==> config.mk <==
export PLATFORM = sky130hd
export DESIGN_NAME = aes_decrypt_core
export DESIGN_NICKNAME = d
export VERILOG_FILES = /design/src/rtl/aes_pkg.sv /design/src/rtl/aes_inv_round.sv /design/src/rtl/aes_decrypt_core.sv
export SDC_FILE = /design/constraint.sdc
export NUM_CORES = 2
export LEC_CHECK = 0
export ABC_CLOCK_PERIOD_IN_PS = 4800
export CAP_MARGIN = 20
export CELL_PAD_IN_SITES_DETAIL_PLACEMENT = 1
export CELL_PAD_IN_SITES_GLOBAL_PLACEMENT = 1
export CORE_AREA = 2 2 655 657
export CTS_CLUSTER_DIAMETER = 80
export DETAILED_ROUTE_END_ITERATION = 12
export DIE_AREA = 0 0 657 659
export PLACE_DENSITY_LB_ADDON = 0.1
export SYNTH_ARGS = -nofsm -noshare
export SYNTH_HDL_FRONTEND = slang
export SYNTH_HIERARCHICAL = 1
export SYNTH_SLANG_ARGS = --single-unit
==> constraint.sdc <==
create_clock -name clk -period 4.8 [get_ports clk]
set_input_delay 0.96 -clock clk [delete_from_list [all_inputs] [get_ports clk]]
set_output_delay 0.96 -clock clk [all_outputs]
set_load 0.005 [all_outputs]
==> src/rtl/aes_pkg.sv <==
// rtl/aes_pkg.sv - shared AES tables, decrypt FSM encoding and GF(2^8) helpers
package aes_pkg;
  localparam int BLOCK_SIZE = 128;

  typedef enum logic [1:0] {ST_IDLE, ST_ROUND, ST_DONE} aes_dec_state_t;

  localparam logic [7:0] SBOX [256] = '{
    8'h63, 8'h7c, 8'h77, 8'h7b, 8'hf2, 8'h6b, 8'h6f, 8'hc5, 8'h30, 8'h01, 8'h67, 8'h2b, 8'hfe, 8'hd7, 8'hab, 8'h76,
    8'hca, 8'h82, 8'hc9, 8'h7d, 8'hfa, 8'h59, 8'h47, 8'hf0, 8'had, 8'hd4, 8'ha2, 8'haf, 8'h9c, 8'ha4, 8'h72, 8'hc0,
    8'hb7, 8'hfd, 8'h93, 8'h26, 8'h36, 8'h3f, 8'hf7, 8'hcc, 8'h34, 8'ha5, 8'he5, 8'hf1, 8'h71, 8'hd8, 8'h31, 8'h15,
    8'h04, 8'hc7, 8'h23, 8'hc3, 8'h18, 8'h96, 8'h05, 8'h9a, 8'h07, 8'h12, 8'h80, 8'he2, 8'heb, 8'h27, 8'hb2, 8'h75,
    8'h09, 8'h83, 8'h2c, 8'h1a, 8'h1b, 8'h6e, 8'h5a, 8'ha0, 8'h52, 8'h3b, 8'hd6, 8'hb3, 8'h29, 8'he3, 8'h2f, 8'h84,
    8'h53, 8'hd1, 8'h00, 8'hed, 8'h20, 8'hfc, 8'hb1, 8'h5b, 8'h6a, 8'hcb, 8'hbe, 8'h39, 8'h4a, 8'h4c, 8'h58, 8'hcf,
    8'hd0, 8'hef, 8'haa, 8'hfb, 8'h43, 8'h4d, 8'h33, 8'h85, 8'h45, 8'hf9, 8'h02, 8'h7f, 8'h50, 8'h3c, 8'h9f, 8'ha8,
    8'h51, 8'ha3, 8'h40, 8'h8f, 8'h92, 8'h9d, 8'h38, 8'hf5, 8'hbc, 8'hb6, 8'hda, 8'h21, 8'h10, 8'hff, 8'hf3, 8'hd2,
    8'hcd, 8'h0c, 8'h13, 8'hec, 8'h5f, 8'h97, 8'h44, 8'h17, 8'hc4, 8'ha7, 8'h7e, 8'h3d, 8'h64, 8'h5d, 8'h19, 8'h73,
    8'h60, 8'h81, 8'h4f, 8'hdc, 8'h22, 8'h2a, 8'h90, 8'h88, 8'h46, 8'hee, 8'hb8, 8'h14, 8'hde, 8'h5e, 8'h0b, 8'hdb,
    8'he0, 8'h32, 8'h3a, 8'h0a, 8'h49, 8'h06, 8'h24, 8'h5c, 8'hc2, 8'hd3, 8'hac, 8'h62, 8'h91, 8'h95, 8'he4, 8'h79,
    8'he7, 8'hc8, 8'h37, 8'h6d, 8'h8d, 8'hd5, 8'h4e, 8'ha9, 8'h6c, 8'h56, 8'hf4, 8'hea, 8'h65, 8'h7a, 8'hae, 8'h08,
    8'hba, 8'h78, 8'h25, 8'h2e, 8'h1c, 8'ha6, 8'hb4, 8'hc6, 8'he8, 8'hdd, 8'h74, 8'h1f, 8'h4b, 8'hbd, 8'h8b, 8'h8a,
    8'h70, 8'h3e, 8'hb5, 8'h66, 8'h48, 8'h03, 8'hf6, 8'h0e, 8'h61, 8'h35, 8'h57, 8'hb9, 8'h86, 8'hc1, 8'h1d, 8'h9e,
    8'he1, 8'hf8, 8'h98, 8'h11, 8'h69, 8'hd9, 8'h8e, 8'h94, 8'h9b, 8'h1e, 8'h87, 8'he9, 8'hce, 8'h55, 8'h28, 8'hdf,
    8'h8c, 8'ha1, 8'h89, 8'h0d, 8'hbf, 8'he6, 8'h42, 8'h68, 8'h41, 8'h99, 8'h2d, 8'h0f, 8'hb0, 8'h54, 8'hbb, 8'h16
  };

  localparam logic [7:0] INV_SBOX [256] = '{
    8'h52, 8'h09, 8'h6a, 8'hd5, 8'h30, 8'h36, 8'ha5, 8'h38, 8'hbf, 8'h40, 8'ha3, 8'h9e, 8'h81, 8'hf3, 8'hd7, 8'hfb,
    8'h7c, 8'he3, 8'h39, 8'h82, 8'h9b, 8'h2f, 8'hff, 8'h87, 8'h34, 8'h8e, 8'h43, 8'h44, 8'hc4, 8'hde, 8'he9, 8'hcb,
    8'h54, 8'h7b, 8'h94, 8'h32, 8'ha6, 8'hc2, 8'h23, 8'h3d, 8'hee, 8'h4c, 8'h95, 8'h0b, 8'h42, 8'hfa, 8'hc3, 8'h4e,
    8'h08, 8'h2e, 8'ha1, 8'h66, 8'h28, 8'hd9, 8'h24, 8'hb2, 8'h76, 8'h5b, 8'ha2, 8'h49, 8'h6d, 8'h8b, 8'hd1, 8'h25,
    8'h72, 8'hf8, 8'hf6, 8'h64, 8'h86, 8'h68, 8'h98, 8'h16, 8'hd4, 8'ha4, 8'h5c, 8'hcc, 8'h5d, 8'h65, 8'hb6, 8'h92,
    8'h6c, 8'h70, 8'h48, 8'h50, 8'hfd, 8'hed, 8'hb9, 8'hda, 8'h5e, 8'h15, 8'h46, 8'h57, 8'ha7, 8'h8d, 8'h9d, 8'h84,
    8'h90, 8'hd8, 8'hab, 8'h00, 8'h8c, 8'hbc, 8'hd3, 8'h0a, 8'hf7, 8'he4, 8'h58, 8'h05, 8'hb8, 8'hb3, 8'h45, 8'h06,
    8'hd0, 8'h2c, 8'h1e, 8'h8f, 8'hca, 8'h3f, 8'h0f, 8'h02, 8'hc1, 8'haf, 8'hbd, 8'h03, 8'h01, 8'h13, 8'h8a, 8'h6b,
    8'h3a, 8'h91, 8'h11, 8'h41, 8'h4f, 8'h67, 8'hdc, 8'hea, 8'h97, 8'hf2, 8'hcf, 8'hce, 8'hf0, 8'hb4, 8'he6, 8'h73,
    8'h96, 8'hac, 8'h74, 8'h22, 8'he7, 8'had, 8'h35, 8'h85, 8'he2, 8'hf9, 8'h37, 8'he8, 8'h1c, 8'h75, 8'hdf, 8'h6e,
    8'h47, 8'hf1, 8'h1a, 8'h71, 8'h1d, 8'h29, 8'hc5, 8'h89, 8'h6f, 8'hb7, 8'h62, 8'h0e, 8'haa, 8'h18, 8'hbe, 8'h1b,
    8'hfc, 8'h56, 8'h3e, 8'h4b, 8'hc6, 8'hd2, 8'h79, 8'h20, 8'h9a, 8'hdb, 8'hc0, 8'hfe, 8'h78, 8'hcd, 8'h5a, 8'hf4,
    8'h1f, 8'hdd, 8'ha8, 8'h33, 8'h88, 8'h07, 8'hc7, 8'h31, 8'hb1, 8'h12, 8'h10, 8'h59, 8'h27, 8'h80, 8'hec, 8'h5f,
    8'h60, 8'h51, 8'h7f, 8'ha9, 8'h19, 8'hb5, 8'h4a, 8'h0d, 8'h2d, 8'he5, 8'h7a, 8'h9f, 8'h93, 8'hc9, 8'h9c, 8'hef,
    8'ha0, 8'he0, 8'h3b, 8'h4d, 8'hae, 8'h2a, 8'hf5, 8'hb0, 8'hc8, 8'heb, 8'hbb, 8'h3c, 8'h83, 8'h53, 8'h99, 8'h61,
    8'h17, 8'h2b, 8'h04, 8'h7e, 8'hba, 8'h77, 8'hd6, 8'h26, 8'he1, 8'h69, 8'h14, 8'h63, 8'h55, 8'h21, 8'h0c, 8'h7d
  };

  function automatic logic [7:0] fn_xtime(input logic [7:0] b);
    return {b[6:0], 1'b0} ^ (b[7] ? 8'h1b : 8'h00);
  endfunction

  function automatic logic [7:0] fn_gf_multiply9(input logic [7:0] b);
    return fn_xtime(fn_xtime(fn_xtime(b))) ^ b;
  endfunction

  function automatic logic [7:0] fn_gf_multiply11(input logic [7:0] b);
    return fn_xtime(fn_xtime(fn_xtime(b))) ^ fn_xtime(b) ^ b;
  endfunction

  function automatic logic [7:0] fn_gf_multiply13(input logic [7:0] b);
    return fn_xtime(fn_xtime(fn_xtime(b))) ^ fn_xtime(fn_xtime(b)) ^ b;
  endfunction

  function automatic logic [7:0] fn_gf_multiply14(input logic [7:0] b);
    return fn_xtime(fn_xtime(fn_xtime(b))) ^ fn_xtime(fn_xtime(b)) ^ fn_xtime(b);
  endfunction
endpackage

==> src/rtl/aes_inv_round.sv <==
// rtl/aes_inv_round.sv - one combinational AES inverse round
// InvShiftRows, InvSubBytes, AddRoundKey, then InvMixColumns unless skip_mix.
module aes_inv_round
  import aes_pkg::*;
(
  input  logic [0:BLOCK_SIZE-1] state,
  input  logic [0:BLOCK_SIZE-1] round_key,
  input  logic                  skip_mix,
  output logic [0:BLOCK_SIZE-1] next_state
);

  logic [0:BLOCK_SIZE-1] sub_key;
  logic [0:BLOCK_SIZE-1] mixed;

  function automatic logic [31:0] fn_inv_mix_col(input logic [31:0] col);
    logic [7:0] a0, a1, a2, a3;
    {a0, a1, a2, a3} = col;
    return {fn_gf_multiply14(a0) ^ fn_gf_multiply11(a1) ^ fn_gf_multiply13(a2) ^ fn_gf_multiply9(a3),
            fn_gf_multiply9(a0)  ^ fn_gf_multiply14(a1) ^ fn_gf_multiply11(a2) ^ fn_gf_multiply13(a3),
            fn_gf_multiply13(a0) ^ fn_gf_multiply9(a1)  ^ fn_gf_multiply14(a2) ^ fn_gf_multiply11(a3),
            fn_gf_multiply11(a0) ^ fn_gf_multiply13(a1) ^ fn_gf_multiply9(a2)  ^ fn_gf_multiply14(a3)};
  endfunction

  // Row r of output column c comes from input column (c - r) mod 4.
  always_comb begin
    sub_key = '0;
    for (int c = 0; c < 4; c++) begin
      for (int r = 0; r < 4; r++) begin
        sub_key[8*(4*c+r) +: 8] = INV_SBOX[state[8*(4*((c-r)&3)+r) +: 8]]
                                  ^ round_key[8*(4*c+r) +: 8];
      end
    end
  end

  always_comb begin
    mixed = '0;
    for (int c = 0; c < 4; c++) begin
      mixed[32*c +: 32] = fn_inv_mix_col(sub_key[32*c +: 32]);
    end
  end

  assign next_state = skip_mix ? sub_key : mixed;

endmodule

==> src/rtl/aes_decrypt_core.sv <==
// rtl/aes_decrypt_core.sv - iterative AES-128 inverse cipher with valid/ready handshake
// AES_DEC_TWO_ROUNDS_EN: apply two inverse rounds per cycle (5-cycle latency).
module aes_decrypt_core
  import aes_pkg::*;
#(
  parameter int NR      = 10,
  parameter int KS_BITS = (NR + 1) * 128
) (
  input  logic                  clk,
  input  logic                  reset,
  input  logic                  in_valid,
  output logic                  in_ready,
  input  logic [0:BLOCK_SIZE-1] in_data,
  input  logic [0:KS_BITS-1]    key_schedule,
  output logic                  out_valid,
  input  logic                  out_ready,
  output logic [0:BLOCK_SIZE-1] out_data,
  output logic                  busy
);

  aes_dec_state_t        state_q, state_d;
  logic [3:0]            rnd;
  logic [0:BLOCK_SIZE-1] blk;
  logic [0:BLOCK_SIZE-1] round_out;
  logic [0:BLOCK_SIZE-1] rk_a;
  logic [0:BLOCK_SIZE-1] rk_last;
  logic                  last_round;

  assign rk_last = key_schedule[NR*BLOCK_SIZE +: BLOCK_SIZE];
  assign rk_a    = key_schedule[int'(rnd)*BLOCK_SIZE +: BLOCK_SIZE];

`ifdef AES_DEC_TWO_ROUNDS_EN
  localparam logic [3:0] RND_STEP = 4'd2;
  logic [3:0]            rnd_b;
  logic [0:BLOCK_SIZE-1] rk_b;
  logic [0:BLOCK_SIZE-1] mid;

  // Clamp keeps the second key select in range while rnd is idle at 0.
  assign rnd_b      = (rnd == 4'd0) ? 4'd0 : rnd - 4'd1;
  assign rk_b       = key_schedule[int'(rnd_b)*BLOCK_SIZE +: BLOCK_SIZE];
  assign last_round = (rnd <= 4'd1);

  aes_inv_round u_round_a (.state(blk), .round_key(rk_a), .skip_mix(rnd == 4'd0),   .next_state(mid));
  aes_inv_round u_round_b (.state(mid), .round_key(rk_b), .skip_mix(rnd_b == 4'd0), .next_state(round_out));
`else
  localparam logic [3:0] RND_STEP = 4'd1;

  assign last_round = (rnd == 4'd0);

  aes_inv_round u_round_a (.state(blk), .round_key(rk_a), .skip_mix(rnd == 4'd0), .next_state(round_out));
`endif

  always_comb begin
    state_d = state_q;
    case (state_q)
      ST_IDLE:  if (in_valid)   state_d = ST_ROUND;
      ST_ROUND: if (last_round) state_d = ST_DONE;
      ST_DONE:  if (out_ready)  state_d = ST_IDLE;
      default:                  state_d = ST_IDLE;
    endcase
  end

  always_ff @(posedge clk) begin
    if (reset) begin
      state_q  <= ST_IDLE;
      rnd      <= 4'd0;
      blk      <= '0;
      out_data <= '0;
    end else begin
      state_q <= state_d;
      case (state_q)
        ST_IDLE: if (in_valid) begin
          blk <= in_data ^ rk_last;
          rnd <= 4'(NR - 1);
        end
        ST_ROUND: if (last_round) begin
          out_data <= round_out;
          rnd      <= 4'd0;
        end else begin
          blk <= round_out;
          rnd <= rnd - RND_STEP;
        end
        default: ;
      endcase
    end
  end

  assign in_ready  = (state_q == ST_IDLE);
  assign out_valid = (state_q == ST_DONE);
  assign busy      = (state_q != ST_IDLE);

endmodule

# --- Word-level counts from Yosys, hierarchy flattened ---
# Memories as Yosys holds them, arrays and structs flattened.
# Cells that the tools add are included.
word_totals:
  rom_bits: 32768
  memories: 16
  out_inout_bits: 131
  in_bits: 1540
  wordCells: 369
  register_bits: 262
mem_list:
  columns: ["memory", "words", "width", "rd", "rd_ports_with_merged_regs", "write_ports", "line", "source"]
  rows:
  - ["(name not given)", 256, 8, 1, 0, 0, "aes_inv_round.sv:29", "sub_key[8*(4*c+r) +: 8] = INV_SBOX[state[8*(4*((c-r)&3)+r) +: 8]]"]
  - ["(name not given)", 256, 8, 1, 0, 0, "aes_inv_round.sv:29", null]
  - ["(name not given)", 256, 8, 1, 0, 0, "aes_inv_round.sv:29", null]
  - ["(name not given)", 256, 8, 1, 0, 0, "aes_inv_round.sv:29", null]
  - ["(name not given)", 256, 8, 1, 0, 0, "aes_inv_round.sv:29", null]
  - ["(name not given)", 256, 8, 1, 0, 0, "aes_inv_round.sv:29", null]
  - ["10 more memories", null, null, null, null, null, null, null]
op_classes:
  n_lt_le_gt_ge: 16
  n_addsub: 1
  n_mux: 91
  eq_ne: 6
  shift: 1
  bitwise: 226
  reduce_logical: 8
op_table:
  columns: ["op", "count"]
  rows:
  - ["$xor 8x8->8", 202]
  - ["$shiftx 1408x32->1409", 1]
  - ["$mux 128", 3]
  - ["$mux 8", 32]
  - ["$pmux 128 s2", 1]
  - ["$mux 5", 48]
  - ["$ge 9x9->1 const B", 16]
  - ["$not 8->9", 16]
  - ["$xor 128x128->128", 1]
  - ["$xor 8x5->8", 6]
  - ["$not 11->32", 1]
  - ["$mux 4", 2]
  - ["$pmux 4 s2", 1]
  - ["$mux 2", 3]
  - ["$pmux 2 s3", 1]
  - ["$reduce_and 3->1", 2]
  - ["$logic_not 4->1", 1]
  - ["$ne 2x1->1 const B", 2]
  - ["$ne 2x2->1 const B", 2]
  - ["$reduce_and 2->1", 2]
  - ["$reduce_bool 2->1", 2]
  - ["$sub 4x1->4 const B", 1]
  - ["$eq 2x1->1 const B", 1]
  - ["$eq 2x2->1 const B", 1]
  - ["$logic_not 2->1", 1]

# --- Depth between registers and ports, before layout ---
logic_depth:
  word_depth: 19
  ltp_mapped: 21
  ltp_nobuf: 16

# --- Hierarchy ---
# Netlist, hierarchy kept.
modules_own_cells:
  columns: ["mod", "seq_area_each_um2", "area_each_um2", "instances", "cells_each"]
  rows:
  - ["aes_inv_round", 0.0, 67901.4, 1, 9609]
  - ["aes_decrypt_core", 5245.0, 21856.0, 1, 2403]

# --- Worst setup path before layout ---
# No wires, ideal clock.
synth_path:
  path_kind: "register to register"
  from: "reg blk[47] (netlist name)"
  to: "reg blk[82] (netlist name)"
  setup_time_ns: 0.132
  stages_incl_launch_ff: 20
  setup_slack_ns: -0.431
  t_arrival_ns: 5.099
  required_time_ns: 4.668
  synth_period_minus_slack_ns: 5.231
  path_buffers: 3
  path_cell_list: "dfxtp_1 -> clkbuf_1 -> buf_1 -> inv_1 -> ha_1 -> buf_2 -> nor2b_1 -> nor3_1 -> a311o_1 -> a211oi_1 -> o32ai_1 -> xor2_1 -> xor3_1 -> xnor2_1 -> xor2_1 -> xor3_1 -> xnor2_1 -> mux2i_1 -> o211ai_1 -> a21oi_1"
synth_between:
  elab_chain_len: 16
  word_cells_on_any_way: 17
  classes_between: "mux: 7; bitwise: 9; memory: 1"
synth_lines:
  columns: ["item", "line", "source"]
  rows:
  - ["start, declared", "aes_decrypt_core.sv:23", "logic [0:BLOCK_SIZE-1] blk;"]
  - ["start signal, assigned", "aes_decrypt_core.sv:73", "blk <= in_data ^ rk_last;"]
  - ["start signal, assigned", "aes_decrypt_core.sv:80", "blk <= round_out;"]
  - ["$not 8->9 (not written as such) (*)", "aes_inv_round.sv:29", null]
  - ["$mem_v2 256x8 (*)", null, null]
  - ["$mux 8 (not written as such) (*) (2 in series)", "aes_inv_round.sv:29", null]
  - ["$xor 8x8->8 (*)", "aes_inv_round.sv:30", "^ round_key[8*(4*c+r) +: 8];"]
  - ["$mux 5 / $xor 8x8->8 (equally long branches)", "aes_pkg.sv:46", "return {b[6:0], 1'b0} ^ (b[7] ? 8'h1b : 8'h00);"]
  - ["$xor 8x8->8 / $mux 5 (equally long branches)", "aes_pkg.sv:46", null]
  - ["$xor 8x8->8 (2 in series)", "aes_pkg.sv:46", null]
  - ["$xor 8x8->8 (*)", "aes_pkg.sv:50", "return fn_xtime(fn_xtime(fn_xtime(b))) ^ b;"]
  - ["$xor 8x8->8 (*) (3 in series)", "aes_inv_round.sv:20", "fn_gf_multiply13(a0) ^ fn_gf_multiply9(a1) ^ fn_gf_multiply14(a2) ^ fn_gf_multiply11(a3),"]
  - ["$mux 128 (*)", "aes_inv_round.sv:42", "assign next_state = skip_mix ? sub_key : mixed;"]
  - ["net round_out (one bit)", "aes_decrypt_core.sv:24", "logic [0:BLOCK_SIZE-1] round_out;"]
  - ["$mux 128 (*)", "aes_decrypt_core.sv:76", "ST_ROUND: if (last_round) begin"]
  - ["$pmux 128 s2 (*)", "aes_decrypt_core.sv:71", "case (state_q)"]
# The timed path passes the listed nets; every way through them passes the cells marked *. The select of a mux whose other input is x is not followed.
# A chain may end at the register's enable or synchronous reset.

# --- Worst setup path after layout ---
layout_path:
  from: "reg blk[110] (netlist name)"
  to: "reg blk[4] (netlist name)"
layout_between:
  elab_chain_len: 17
  word_cells_on_any_way: 18
  classes_between: "mux: 7; bitwise: 10; memory: 1"
layout_lines:
  columns: ["item", "line", "source"]
  rows:
  - ["$not 8->9 (not written as such) (*)", "aes_inv_round.sv:29", null]
  - ["$mem_v2 256x8 (*)", null, null]
  - ["$mux 8 (not written as such) (*) (2 in series)", "aes_inv_round.sv:29", null]
  - ["$xor 8x8->8 (*)", "aes_inv_round.sv:30", null]
  - ["$mux 5 / $xor 8x8->8 (equally long branches)", "aes_pkg.sv:46", null]
  - ["$xor 8x8->8", "aes_pkg.sv:46", null]
  - ["$xor 8x8->8 / $mux 5 (equally long branches)", "aes_pkg.sv:46", null]
  - ["$xor 8x8->8", "aes_pkg.sv:46", null]
  - ["$xor 8x8->8", "aes_pkg.sv:54", "return fn_xtime(fn_xtime(fn_xtime(b))) ^ fn_xtime(b) ^ b;"]
  - ["$xor 8x8->8 (*)", "aes_pkg.sv:54", null]
  - ["$xor 8x8->8 (*) (3 in series)", "aes_inv_round.sv:18", "return {fn_gf_multiply14(a0) ^ fn_gf_multiply11(a1) ^ fn_gf_multiply13(a2) ^ fn_gf_multiply9(a3),"]
  - ["$mux 128 (*)", "aes_inv_round.sv:42", null]
  - ["net round_out (one bit)", "aes_decrypt_core.sv:24", null]
  - ["$mux 128 (*)", "aes_decrypt_core.sv:76", null]
  - ["$pmux 128 s2 (*)", "aes_decrypt_core.sv:71", null]
# Marks and branches as above.

==> flow_summary.toml <==
[setup_path]
crit_type = "reg -> reg"
arrival_ns = 5.82
end_kind = "flop"
cp_max_fo = 5
regToRegStartpoint = "blk[110]$_SDFFE_PP0P_"
start_kind = "flop"
worstPathRequired_ns = 5.51
critical_path_buf_inv_count = 9
max_stage_delay_ns = 0.69
crit_slowest_cell = "a222oi_1"
cp_top_family = "compound AO/OA/AOI/OAI gates"
ff2ff_path_depth = 22
r2r_setup_slack_ns = -0.31
crit_chain = "inv_4 -> buf_6 -> buf_6 -> ha_4 -> buf_6 -> mux2i_4 -> a222oi_1 -> mux4_2 -> a222oi_1 -> buf_4 -> xnor2_4 -> xnor3_2 -> buf_4 -> buf_4 -> buf_6 -> xor2_4 -> xnor2_2 -> xnor3_2 -> o21ai_1 -> buf_4 -> o211ai_1 -> a21oi_1"
r2r-end = "blk[4]$_SDFFE_PP0P_"

[sta]
slew_viol_final = 0
whs_ns = 0.4622
slew-limit-headroom_pct = 21.09
max_slew.worst_pin.slew_ns = 1.184
rsz0062_at_grt = "yes"
period_minus_slack_ns = 5.112
period_share_pct = 106.5
hold_viol = 0
setup_slack_ns = -0.3120
setup_viol = 72
fin_skew_ns = 0.09801
max_freq_mhz = 195.6
setup_tns_ns = -6.849

[synthesis]
synthDistinctLibCells = 115
synth_flop_cell = "dfxtp_1"
yosys.area.top_type = "mux4_2"
avgSynthCellArea_um2 = 7.472
synthesis.nets = 13850
yosys_register_bits = 262
async_flop_share_pct = 0
yosysWarnings = 6
yosysSeqAreaShare_pct = 5.844
synth_edf_count = 0
synth_cells = 12010
synth_area_um2 = 89760
yosysTopAreaCellShare_pct = 11.49
synthTopCellsByArea = "mux4_2, xnor2_1, dfxtp_1"

[route]
drc = 0
wl_per_cell_um = 41.00
drt-total-wl_mm = 926.3
drt-initial-drc-count = 14510
via_per_inst = 5.833
firstDrtPassIters = 5
vias = 131800
antenna_left = 0

[global_routing]
overflow = 0
grtUsageTotal_pct = 40.43
grt_max_degree = 89
grt_pass1_vias = 131400
antenna_found_initial = 246
grt_pass1_wl_mm = 1217

[die]
core_um2 = 425800
die_area_um2 = 433000
ios = 1671
row_count = 240
die_w_um = 657
die_height_um = 659
start_util_pct = 21.08

[clock_network]
htree_levels = 2
numCtsBuffers = 59
clock-sinks = 262
clock_latency_ns = 0.83
cts_hold_buf = 0
cts_tree = "built"
clockRootBuffer = "clkbuf_16"
cts_buffer_depth = 3
cts.clk_slew.worst_paths_ns = 0.06

[finish]
drive_gt1_share_pct = 39.14
layout_common_cells = "buf_4, clkdlybuf4s50_1, nand2_1"
layout_commonest_cell = "buf_4"
fin_nets = 18440
syn2layout_area_growth_pct = 74.22
postLayoutCellArea_um2 = 156400

[worst_hold_path]
hold_start = "out_data[46]$_SDFFE_PP0P_"
hold_class = "reg -> reg"
hold_depth = 2
holdPathEnd = "out_data[46]$_SDFFE_PP0P_"

[status]
violations = "negative setup slack"
outcome = "finished with violations"

[place]
dpl-instance-area_um2 = 140500
port_buffers = 1670
gp_congestion = 1.049
dpl.hpwl_mm = 768.8

[flow_run]
cap_violations = 0
sequential cells by signal, summed over array words and instances (netlist names):
name	count
out_data	128
state_q	2
rnd	4
blk	128
kinds of logic (layout without fill, tap and decap cells):
kind of cell,count (synthesis),after routing,share of synthesized area [%]
AOI/OAI and AO/OA,4170,4170,32.51
xor gates and xnor gates,1038,1038,12.50
adders and majority gates,298,298,4.154
buffers and inverters,1613,6253,8.176
DFF,262,262,5.844
muxes,874,874,16.40
other,0,255,0
and+or+nand+nor,3757,3757,20.42
cell usage after synthesis (67+ instances only):
master	count
buf_1	86
xnor2_1	663
a221o_1	132
a221oi_1	102
nor3b_1	67
a21oi_1	950
xor2_1	201
nand2b_1	363
buf_4	124
a311oi_1	183
o21ai_0	649
mux2_2	156
o31ai_1	127
buf_2	448
or2_2	95
nor3_1	272
ha_1	298
nor2_1	721
o311ai_0	176
inv_1	174
nand3_1	263
clkbuf_1	703
a22oi_1	139
mux2i_1	233
o211ai_1	353
xnor3_1	87
or3_1	67
and2_1	120
a211oi_1	202
nor2b_1	319
nand2_1	1218
dfxtp_1	262
a31oi_1	196
mux4_2	458
a21o_1	79
layer usage:
layer / routed length, um / GRT usage, % / share of wire, %
met1: 372500 / 51.00 / 40
met2: 400600 / 61.78 / 43
met3: 77910 / 8.914 / 8.4
met4: 74580 / 26.70 / 8.1
met5: 685 / 0 / 0.074
through the flow:
stage / setup slack [ns] / instances / util (%)
2_1_floorplan: -0.06313 / 12010 / -
3_3_place_gp: -1.242 / 21850 / 32.98
3_5_place_dp: -1.219 / 21850 / 32.98
4_1_cts: -0.2730 / 22150 / 34.93
5_1_grt: -0.3829 / 22480 / 36.66
6_report: -0.3120 / 22590 / 36.72
area by class of cell:
cell class	count	area (um^2)
clock inverter	44	540.5
multi-input combinational	10140	85750
clock buffer	68	1572
tap	5687	7116
sequential	262	5459
fill	49790	269400
inverter	217	897.1
antenna	255	638.1
timing repair buffer	5924	54400
worst register-to-register path: stages, from the launching register on:
cell and delay, ns:
dfxtp_4 0.45, inv_4 0.08, buf_6 0.13, buf_6 0.11, ha_4 0.17, buf_6 0.12
mux2i_4 0.14, a222oi_1 0.18, mux4_2 0.55, a222oi_1 0.69, buf_4 0.31, xnor2_4 0.14
xnor3_2 0.30, buf_4 0.16, buf_4 0.13, buf_6 0.12, xor2_4 0.19, xnor2_2 0.19
xnor3_2 0.34, o21ai_1 0.16, buf_4 0.13, o211ai_1 0.10, a21oi_1 0.16
timing repair:
| item | CTS | global route |
|---|---|---|
| endpoints found under the setup margin | 255 | 234 |
| gates cloned | 2 | 4 |
| setup buffers | 197 | 214 |
| resized for setup | 957 | 1112 |
| pin swaps | 298 | 491 |
| endpoints found under the hold margin | 0 | 0 |
how the worst max path moves through the flow:
stage	start	endpoint	slack, ns	depth (start not counted)
2_1_floorplan	blk[47]$_SDFFE_PP0P_	blk[82]$_SDFFE_PP0P_	-0.06	19
3_3_place_gp	blk[55]$_SDFFE_PP0P_	blk[127]$_SDFFE_PP0P_	-1.24	20
3_5_place_dp	blk[55]$_SDFFE_PP0P_	blk[127]$_SDFFE_PP0P_	-1.22	20
4_1_cts	blk[110]$_SDFFE_PP0P_	blk[23]$_SDFFE_PP0P_	-0.27	20
5_1_grt	blk[110]$_SDFFE_PP0P_	blk[23]$_SDFFE_PP0P_	-0.38	20
6_report	blk[110]$_SDFFE_PP0P_	blk[4]$_SDFFE_PP0P_	-0.31	22
Power is not shown: default switching activity piles up to over one toggle a cycle in this logic, so the estimate is an artifact.
